## src/rtl/bus_arbiter_pkg.sv

```systemverilog
// Shared definitions for the bus arbiter and its bus controller.
package bus_arbiter_pkg;

  // Access type presented on mtype; bus_controller decodes the same values.
  typedef enum logic [1:0] {
    RDATA = 2'd0,
    WDATA = 2'd1,
    RCHAR = 2'd2,
    WCHAR = 2'd3
  } mtype_e;

  localparam int unsigned ADDR_W_DEFAULT = 24;
  localparam int unsigned DATA_W_DEFAULT = 8;

endpackage

```

## src/rtl/bus_arbiter_if.sv

```systemverilog
// Arbiter <-> bus_controller handshake: one request in flight, completion on mdone.
interface bus_arbiter_if
  import bus_arbiter_pkg::*;
#(
  parameter int unsigned ADDR_W = ADDR_W_DEFAULT,
  parameter int unsigned DATA_W = DATA_W_DEFAULT
);
  logic              mreq;
  mtype_e            mtype;
  logic [ADDR_W-1:0] maddr;
  logic [DATA_W-1:0] mwdata;
  logic              mdone;
  logic [DATA_W-1:0] mrdata;

  modport master (output mreq, mtype, maddr, mwdata, input mdone, mrdata);
  modport slave  (input mreq, mtype, maddr, mwdata, output mdone, mrdata);
endinterface

```

## src/rtl/bus_arbiter_rr_pick2.sv

```systemverilog
// Two-way round-robin winner selection.
module rr_pick2 (
  input  logic req0,
  input  logic req1,
  input  logic last,
  output logic gnt_valid,
  output logic gnt_id
);

  // Port 1 wins when alone, or when both ask and port 0 was served last.
  always_comb begin
    gnt_valid = req0 | req1;
    gnt_id    = req1 & (~req0 | ~last);
  end

endmodule

```

## src/rtl/bus_arbiter.sv

```systemverilog
// Arbitrates instruction-fetch (port 0) and data (port 1) requests onto a
// single bus_controller, one transaction at a time.
module bus_arbiter
  import bus_arbiter_pkg::*;
#(
  parameter int unsigned ADDR_W = ADDR_W_DEFAULT,
  parameter int unsigned DATA_W = DATA_W_DEFAULT
) (
  input  logic              clk,
  input  logic              rst_n,
  input  logic              p0_req,
  input  logic [1:0]        p0_type,
  input  logic [ADDR_W-1:0] p0_addr,
  input  logic [DATA_W-1:0] p0_wdata,
  input  logic              p1_req,
  input  logic [1:0]        p1_type,
  input  logic [ADDR_W-1:0] p1_addr,
  input  logic [DATA_W-1:0] p1_wdata,
  output logic              p0_done,
  output logic              p1_done,
  output logic [DATA_W-1:0] rdata,
  bus_arbiter_if.master     mbus,
  output logic              busy,
  output logic              owner
);

  typedef enum logic [1:0] {
    S_IDLE,
    S_ISSUE,
    S_BUSY,
    S_RELEASE
  } state_e;

  state_e state_q, state_d;
  logic   last_q;
  logic   gnt_valid, gnt_id;
  logic   grant, complete;

  rr_pick2 u_pick (
    .req0      (p0_req),
    .req1      (p1_req),
    .last      (last_q),
    .gnt_valid (gnt_valid),
    .gnt_id    (gnt_id)
  );

  // mreq and busy decode from the state register only, so no input reaches an output.
  assign mbus.mreq = (state_q == S_BUSY);
  assign busy      = (state_q != S_IDLE);

  // State register.
  always_ff @(posedge clk) begin
    if (!rst_n) state_q <= S_IDLE;
    else        state_q <= state_d;
  end

  // Next-state logic plus the grant/complete strobes for the datapath.
  always_comb begin
    state_d  = state_q;
    grant    = 1'b0;
    complete = 1'b0;
    case (state_q)
      S_IDLE: begin
        // A stale mdone from the previous transaction blocks the next grant.
        if (gnt_valid && !mbus.mdone) begin
          state_d = S_ISSUE;
          grant   = 1'b1;
        end
      end
      S_ISSUE: state_d = S_BUSY;
      S_BUSY: begin
        if (mbus.mdone) begin
          state_d  = S_RELEASE;
          complete = 1'b1;
        end
      end
      S_RELEASE: begin
        if (!mbus.mdone) state_d = S_IDLE;
      end
      default: state_d = S_IDLE;
    endcase
  end

  // Grant capture, completion pulse and read-data register.
  always_ff @(posedge clk) begin
    if (!rst_n) begin
      owner       <= 1'b0;
      last_q      <= 1'b1;
      mbus.mtype  <= RDATA;
      mbus.maddr  <= '0;
      mbus.mwdata <= '0;
      rdata       <= '0;
      p0_done     <= 1'b0;
      p1_done     <= 1'b0;
    end else begin
      p0_done <= complete & ~owner;
      p1_done <= complete &  owner;
      if (complete) rdata <= mbus.mrdata;
      if (grant) begin
        owner       <= gnt_id;
        last_q      <= gnt_id;
        mbus.mtype  <= mtype_e'(gnt_id ? p1_type : p0_type);
        mbus.maddr  <= gnt_id ? p1_addr  : p0_addr;
        mbus.mwdata <= gnt_id ? p1_wdata : p0_wdata;
      end
    end
  end

endmodule

```

## src/flat_wrapper.sv

```systemverilog
// flat-port wrapper written by rule: the top's interface ports become plain ports
module bus_arbiter_flat import bus_arbiter_pkg::*;
#(
  parameter int unsigned ADDR_W = ADDR_W_DEFAULT,
  parameter int unsigned DATA_W = DATA_W_DEFAULT
)
  (clk, rst_n, p0_req, p0_type, p0_addr, p0_wdata, p1_req, p1_type, p1_addr, p1_wdata, p0_done, p1_done, rdata, busy, owner, mbus_mreq, mbus_mtype, mbus_maddr, mbus_mwdata, mbus_mdone, mbus_mrdata);
  bus_arbiter_if #(.ADDR_W(ADDR_W), .DATA_W(DATA_W)) mbus_i ();
  input  logic clk;
  input  logic rst_n;
  input  logic p0_req;
  input  logic [1:0] p0_type;
  input  logic [ADDR_W-1:0] p0_addr;
  input  logic [DATA_W-1:0] p0_wdata;
  input  logic p1_req;
  input  logic [1:0] p1_type;
  input  logic [ADDR_W-1:0] p1_addr;
  input  logic [DATA_W-1:0] p1_wdata;
  output logic p0_done;
  output logic p1_done;
  output logic [DATA_W-1:0] rdata;
  output logic busy;
  output logic owner;
  output wire logic [$bits(mbus_i.mreq)-1:0] mbus_mreq;
  output wire logic [$bits(mbus_i.mtype)-1:0] mbus_mtype;
  output wire logic [$bits(mbus_i.maddr)-1:0] mbus_maddr;
  output wire logic [$bits(mbus_i.mwdata)-1:0] mbus_mwdata;
  input wire logic [$bits(mbus_i.mdone)-1:0] mbus_mdone;
  input wire logic [$bits(mbus_i.mrdata)-1:0] mbus_mrdata;
  assign mbus_mreq = mbus_i.mreq;
  assign mbus_mtype = mbus_i.mtype;
  assign mbus_maddr = mbus_i.maddr;
  assign mbus_mwdata = mbus_i.mwdata;
  assign mbus_i.mdone = mbus_mdone;
  assign mbus_i.mrdata = mbus_mrdata;
  bus_arbiter #(.ADDR_W(ADDR_W), .DATA_W(DATA_W)) u_core (.clk(clk), .rst_n(rst_n), .p0_req(p0_req), .p0_type(p0_type), .p0_addr(p0_addr), .p0_wdata(p0_wdata), .p1_req(p1_req), .p1_type(p1_type), .p1_addr(p1_addr), .p1_wdata(p1_wdata), .p0_done(p0_done), .p1_done(p1_done), .rdata(rdata), .mbus(mbus_i), .busy(busy), .owner(owner));
endmodule
```

## config.mk

```make
export PLATFORM = sky130hd
export DESIGN_NAME = bus_arbiter_flat
export DESIGN_NICKNAME = d
export VERILOG_FILES = /design/src/rtl/bus_arbiter_pkg.sv /design/src/rtl/bus_arbiter_if.sv /design/src/rtl/bus_arbiter_rr_pick2.sv /design/src/rtl/bus_arbiter.sv /design/src/flat_wrapper.sv
export SDC_FILE = /design/constraint.sdc
export NUM_CORES = 1
export LEC_CHECK = 0
export CORE_MARGIN = 2
export CORE_UTILIZATION = 45
export CTS_BUF_LIST = sky130_fd_sc_hd__clkbuf_4 sky130_fd_sc_hd__clkbuf_8
export DETAILED_ROUTE_END_ITERATION = 6
export DONT_BUFFER_PORTS = 1
export PLACE_DENSITY = 0.63
export SLEW_MARGIN = 20
export SYNTH_ARGS = -nofsm -noshare
export SYNTH_HDL_FRONTEND = slang
export SYNTH_SLANG_ARGS = --single-unit
```

## constraint.sdc

```tcl
create_clock -name clk -period 1.8 [get_ports clk]
set_input_delay 0.36 -clock clk [delete_from_list [all_inputs] [get_ports clk]]
set_output_delay 0.36 -clock clk [all_outputs]
set_load 0.05 [all_outputs]
```

# == Word-level counts from Yosys, hierarchy flattened ==
# Index checks and enable logic that the tools add are counted.
# classes
eq_ne,6
mux,11
n_reduce_logical,5
n_bitwise,8
# ops
cell,count
$mux W24,1
$mux W2,4
$mux W8,1
$pmux W2 S4,1
$eq A2 B2 Y1 const B,2
$mux W1,4
$ne A2 B1 Y1 const B,2
$and A1 B1 Y1,3
$not A1 Y1,3
$reduce_and A3 Y1,1
$eq A2 B1 Y1 const B,1
$logic_not A2 Y1,1
$ne A2 B2 Y1 const B,1
$or A1 B1 Y1,2
$reduce_bool A2 Y1,1
$logic_and A1 B1 Y1,1
$logic_not A1 Y1,1
# word_totals
ff_bits,48
input_bits,81
out_inout_bits,47

# == Logic depth before layout (Yosys ltp) ==
# depth
word_depth,4
depth_mapped,6
mapped_depth_nobuf,5

# == Modules after synthesis ==
# Synthesis repeated with hierarchy kept, for this count alone.
# unflattened
cells_unflattened,223
hier_area_um2,2247.2
# modules_own_cells
module,cells_per_inst,area_each_um2,seq_area_each_um2,n_inst
bus_arbiter,221,2233.4,960.9,1
rr_pick2,2,13.8,0.0,1

# == Least setup slack after synthesis ==
# No wires, ideal clock.
# synth_timing
path_type,reg-to-reg
from,register u_core.state_q[0]
to,register u_core.rdata[0]
setup_slack_ns,0.219
t_required_ns,1.730
arrival_time_ns,1.511
stages_incl_launch_ff,7
setup_ns,0.070
path_cell_list,dfxtp_1 inv_1 ha_1 and2_1 clkbuf_1 nand2_1 a21oi_1
# synth_via
elab_chain_cells,2
# synth_lines
item,line,rtl
"start, declared",bus_arbiter.sv:34,"state_e state_q, state_d;"
"start signal, assigned",bus_arbiter.sv:54,else state_q <= state_d;
$eq A2 B2 Y1,n/a,
via mbus_mreq,flat_wrapper.sv:24,output wire logic [$bits(mbus_i.mreq)-1:0] mbus_mreq;
$mux W1,bus_arbiter.sv:62,case (state_q)
"end signal, assigned",bus_arbiter.sv:98,if (complete) rdata <= mbus.mrdata;
"end, declared",bus_arbiter.sv:21,"output logic [DATA_W-1:0] rdata,"
# The timed path passes the listed nets, and every way through them passes these cells.
# A chain may end at the register's enable or synchronous reset.

# == Worst setup path in the final report ==
# layout_timing
from,register u_core.state_q[0]
to,output port busy
# layout_via
elab_chain_cells,1
# layout_lines
item,line,rtl
$reduce_bool A2 Y1,bus_arbiter.sv:49,assign busy = (state_q != S_IDLE);
"end, declared",flat_wrapper.sv:22,output logic busy;
# Every way passes these cells.

==> results.ini <==
[run_status]
status = finished clean

[synth]
yosys_warnings = 0
async_flop_share_pct = 0
synth_area_leaders = dfxtp_1 (42%), a211oi_2 (16%), mux2i_1 (15%)
synthMuxAreaShare_pct = 15.63
yosysSeqAreaShare_pct = 41.54
syn_inst = 222
syn_area_per_cell_um2 = 10.42
synth_xor_area_share_pct = 0
synth_flop_cell = dfxtp_1
synth-compound-area-share_pct = 29.20
syn_nets = 306
yosys.area_share.simple_pct = 4.705
synthAdderAreaFrac_pct = 1.622
synth_area_um2 = 2313
synth_top_area_share_pct = 41.54
synth-edff-count = 0
yosysTopAreaCell = dfxtp_1
synth_top_family_by_area = compound AO/OA/AOI/OAI gates
ys_ff_latch = 48
ys_types = 27

[clocking]
path_clk_slew_ns = 0.09
cts_tree = built
post_cts_buffers = 0
cts_buffers = 5
cts.sinks = 48
clockRootBuffer = clkbuf_8
htree_levels = 2
clock_latency_ns = 0.30
cts_hold_buf = 0
clock_path_buffers = 2

[worst_setup_path]
critical_path_class = register to output pin
crit_chain = inv_1, ha_1, inv_1, buf_6
critical_path.max_fanout = 3
path_buf_inv = 3
critPathLaunchType = register
slowest_stage = dfxtp_1
setup.worst_path.end_class = output pin
worst_ep_required_time_ns = 1.44
r2r_setup_slack_ns = 0.31
max_stage_delay_ns = 0.36
critPathMostFrequentCell = inv_1
worst_path_dominant_cell_family = buffers and inverters
arrival_ns = 1.33

[timing]
layout_min_cycle_time_ns = 1.689
rsz0062_at_grt = no
drv_slew = 0
skew_ns = 0.005920
hold_viol = 0
max_freq_ghz = 0.5921
hold_ws_ns = 0.1256
period_share_pct = 93.83
slew_headroom_pct = 57.92
setup_violations = 0
worst_pin_slew_ns = 0.6297

[routing]
detail_route.wl_per_cell_um = 17.29
ant_nets = 0
num_vias = 1678
dr.pass1.iters = 4
wirelength_mm = 5.031
dr.first_iter.drc_count = 76
viasPerCell = 5.766
drc_errors = 0

[floorplanning]
initial_core_util_pct = 45.88
die_area_um2 = 5730
row_count = 26
die_h_um = 75.70
design.core.area_um2 = 5042
die_w_um = 75.70
io_pins = 128

[power]
p_total_mw = 4.244
power_leakage_nw = 0.8543
power.density_nw_per_um2 = 1729
ir_worst_vdd_mv = 1.108

[grt]
grt_max_degree = 38
grt_pass1_vias = 1382
grt_pass1_wl_mm = 7.010
antenna_found_initial = 0
grt_usage_pct = 16.35
gr-total-overflow = 0

[finish]
nNetsFinal = 304
n_fill_cell = 476
seq_area_um2 = 960.9
final_common_cell = dfxtp_1
antenna_cells = 0
drive_above_1_share_pct = 23.98
final_cell_mix = dfxtp_1 (48), a21oi_1 (43), mux2i_1 (35), a211oi_2 (29), nand2_1 (19)
multiInputGateArea_um2 = 1207
final_util_pct = 48.68
area_growth_pct = 6.111

[place]
gp_congestion = 0.7510
hpwl_mm = 3.370
port_buffers = 0

[min_path]
min_path_type = primary input to register

[job]
cap_violations = 0

-- registers in the layout, indices dropped and copies added, names as in the netlist --
signal / flops
u_core.mbus.maddr: 24
u_core.mbus.mwdata: 8
u_core.rdata: 8
u_core.mbus.mtype: 2
u_core.state_q: 2
u_core.last_q: 1
u_core.owner: 1
u_core.p0_done: 1
u_core.p1_done: 1
-- layer usage --
metal  part of all wire, %  global-route usage, %  up-vias
li1                      -                      -      810
met1                    44                  22.36      781
met2                    47                  24.64       83
met3                   8.1                  5.556        4
met4                  0.68                  4.678        0
met5                     0                      0        -
-- layout make-up --
class | count | share of cell area [%]
clock buffers | 6 | 3.364
clock inverters | 2 | 0.4077
inverters | 4 | 0.6116
multi-input cells | 151 | 49.18
flip-flops and latches | 48 | 39.14
well taps | 70 | 3.568
repair buffers | 10 | 3.721
-- power by group --
group / internal [mW] / total (mW) / switching, mW
clock: 0.307 / 0.671 / 0.364
sequential: 1.31 / 2.25 / 0.934
combinational: 0.481 / 1.33 / 0.844
-- final timing paths --
path	to	start	cells after the start
hold / removal	u_core.last_q$_SDFFE_PN1P_	rst_n	1
setup / recovery	busy	u_core.state_q[0]$_SDFFE_PN0P_	4
setup reg to reg	u_core.mbus.maddr[18]$_SDFFE_PN0P_	u_core.state_q[0]$_SDFFE_PN0P_	5
hold reg to reg	u_core.state_q[1]$_SDFFE_PN0P_	u_core.state_q[1]$_SDFFE_PN0P_	2
-- kinds of logic (layout without fill, tap and decap cells) --
group	after synthesis	count (layout)
flip-flops	48	48
AND/OR/NAND/NOR	26	27
AO/OA/AOI/OAI	85	85
buffers and inverters	24	22
adder cells (fa/ha/maj)	3	3
multiplexers	36	36
-- timing repair --
item,CTS,global route
pin swaps,1,0
gates cloned,1,0
gates resized for setup,1,1
endpoints found under the setup margin,34,1
endpoints found under the hold margin,0,0
-- worst register-to-register path, stage by stage (launching register included) --
cell and delay, ns:
dfxtp_1 0.33, inv_1 0.08, ha_1 0.16, inv_1 0.12
nor2_4 0.52, a211oi_2 0.15
-- synthesized netlist by cell type (all sizes together), types with 2 or more instances --
| master | count |
|---|---|
| clkbuf | 6 |
| inv | 4 |
| o21ai | 2 |
| buf | 14 |
| a211oi | 35 |
| nand3 | 2 |
| a21oi | 43 |
| ha | 3 |
| mux2i | 35 |
| nor2 | 2 |
| nand2 | 19 |
| dfxtp | 48 |
-- stage by stage --
step	setup WS (ns)	cells	TNS (ns)	instance area, um2
finish	0.1110	291	0	2455
global route	0.008248	291	0	2455
CTS	0.05575	291	0	2451
detailed placement	-0.08551	282	-2.374	2347
global placement	-0.05270	282	-1.345	2347
floorplan	0.2190	222	0	2313
Note: power is estimated with default switching activity, not from simulation.
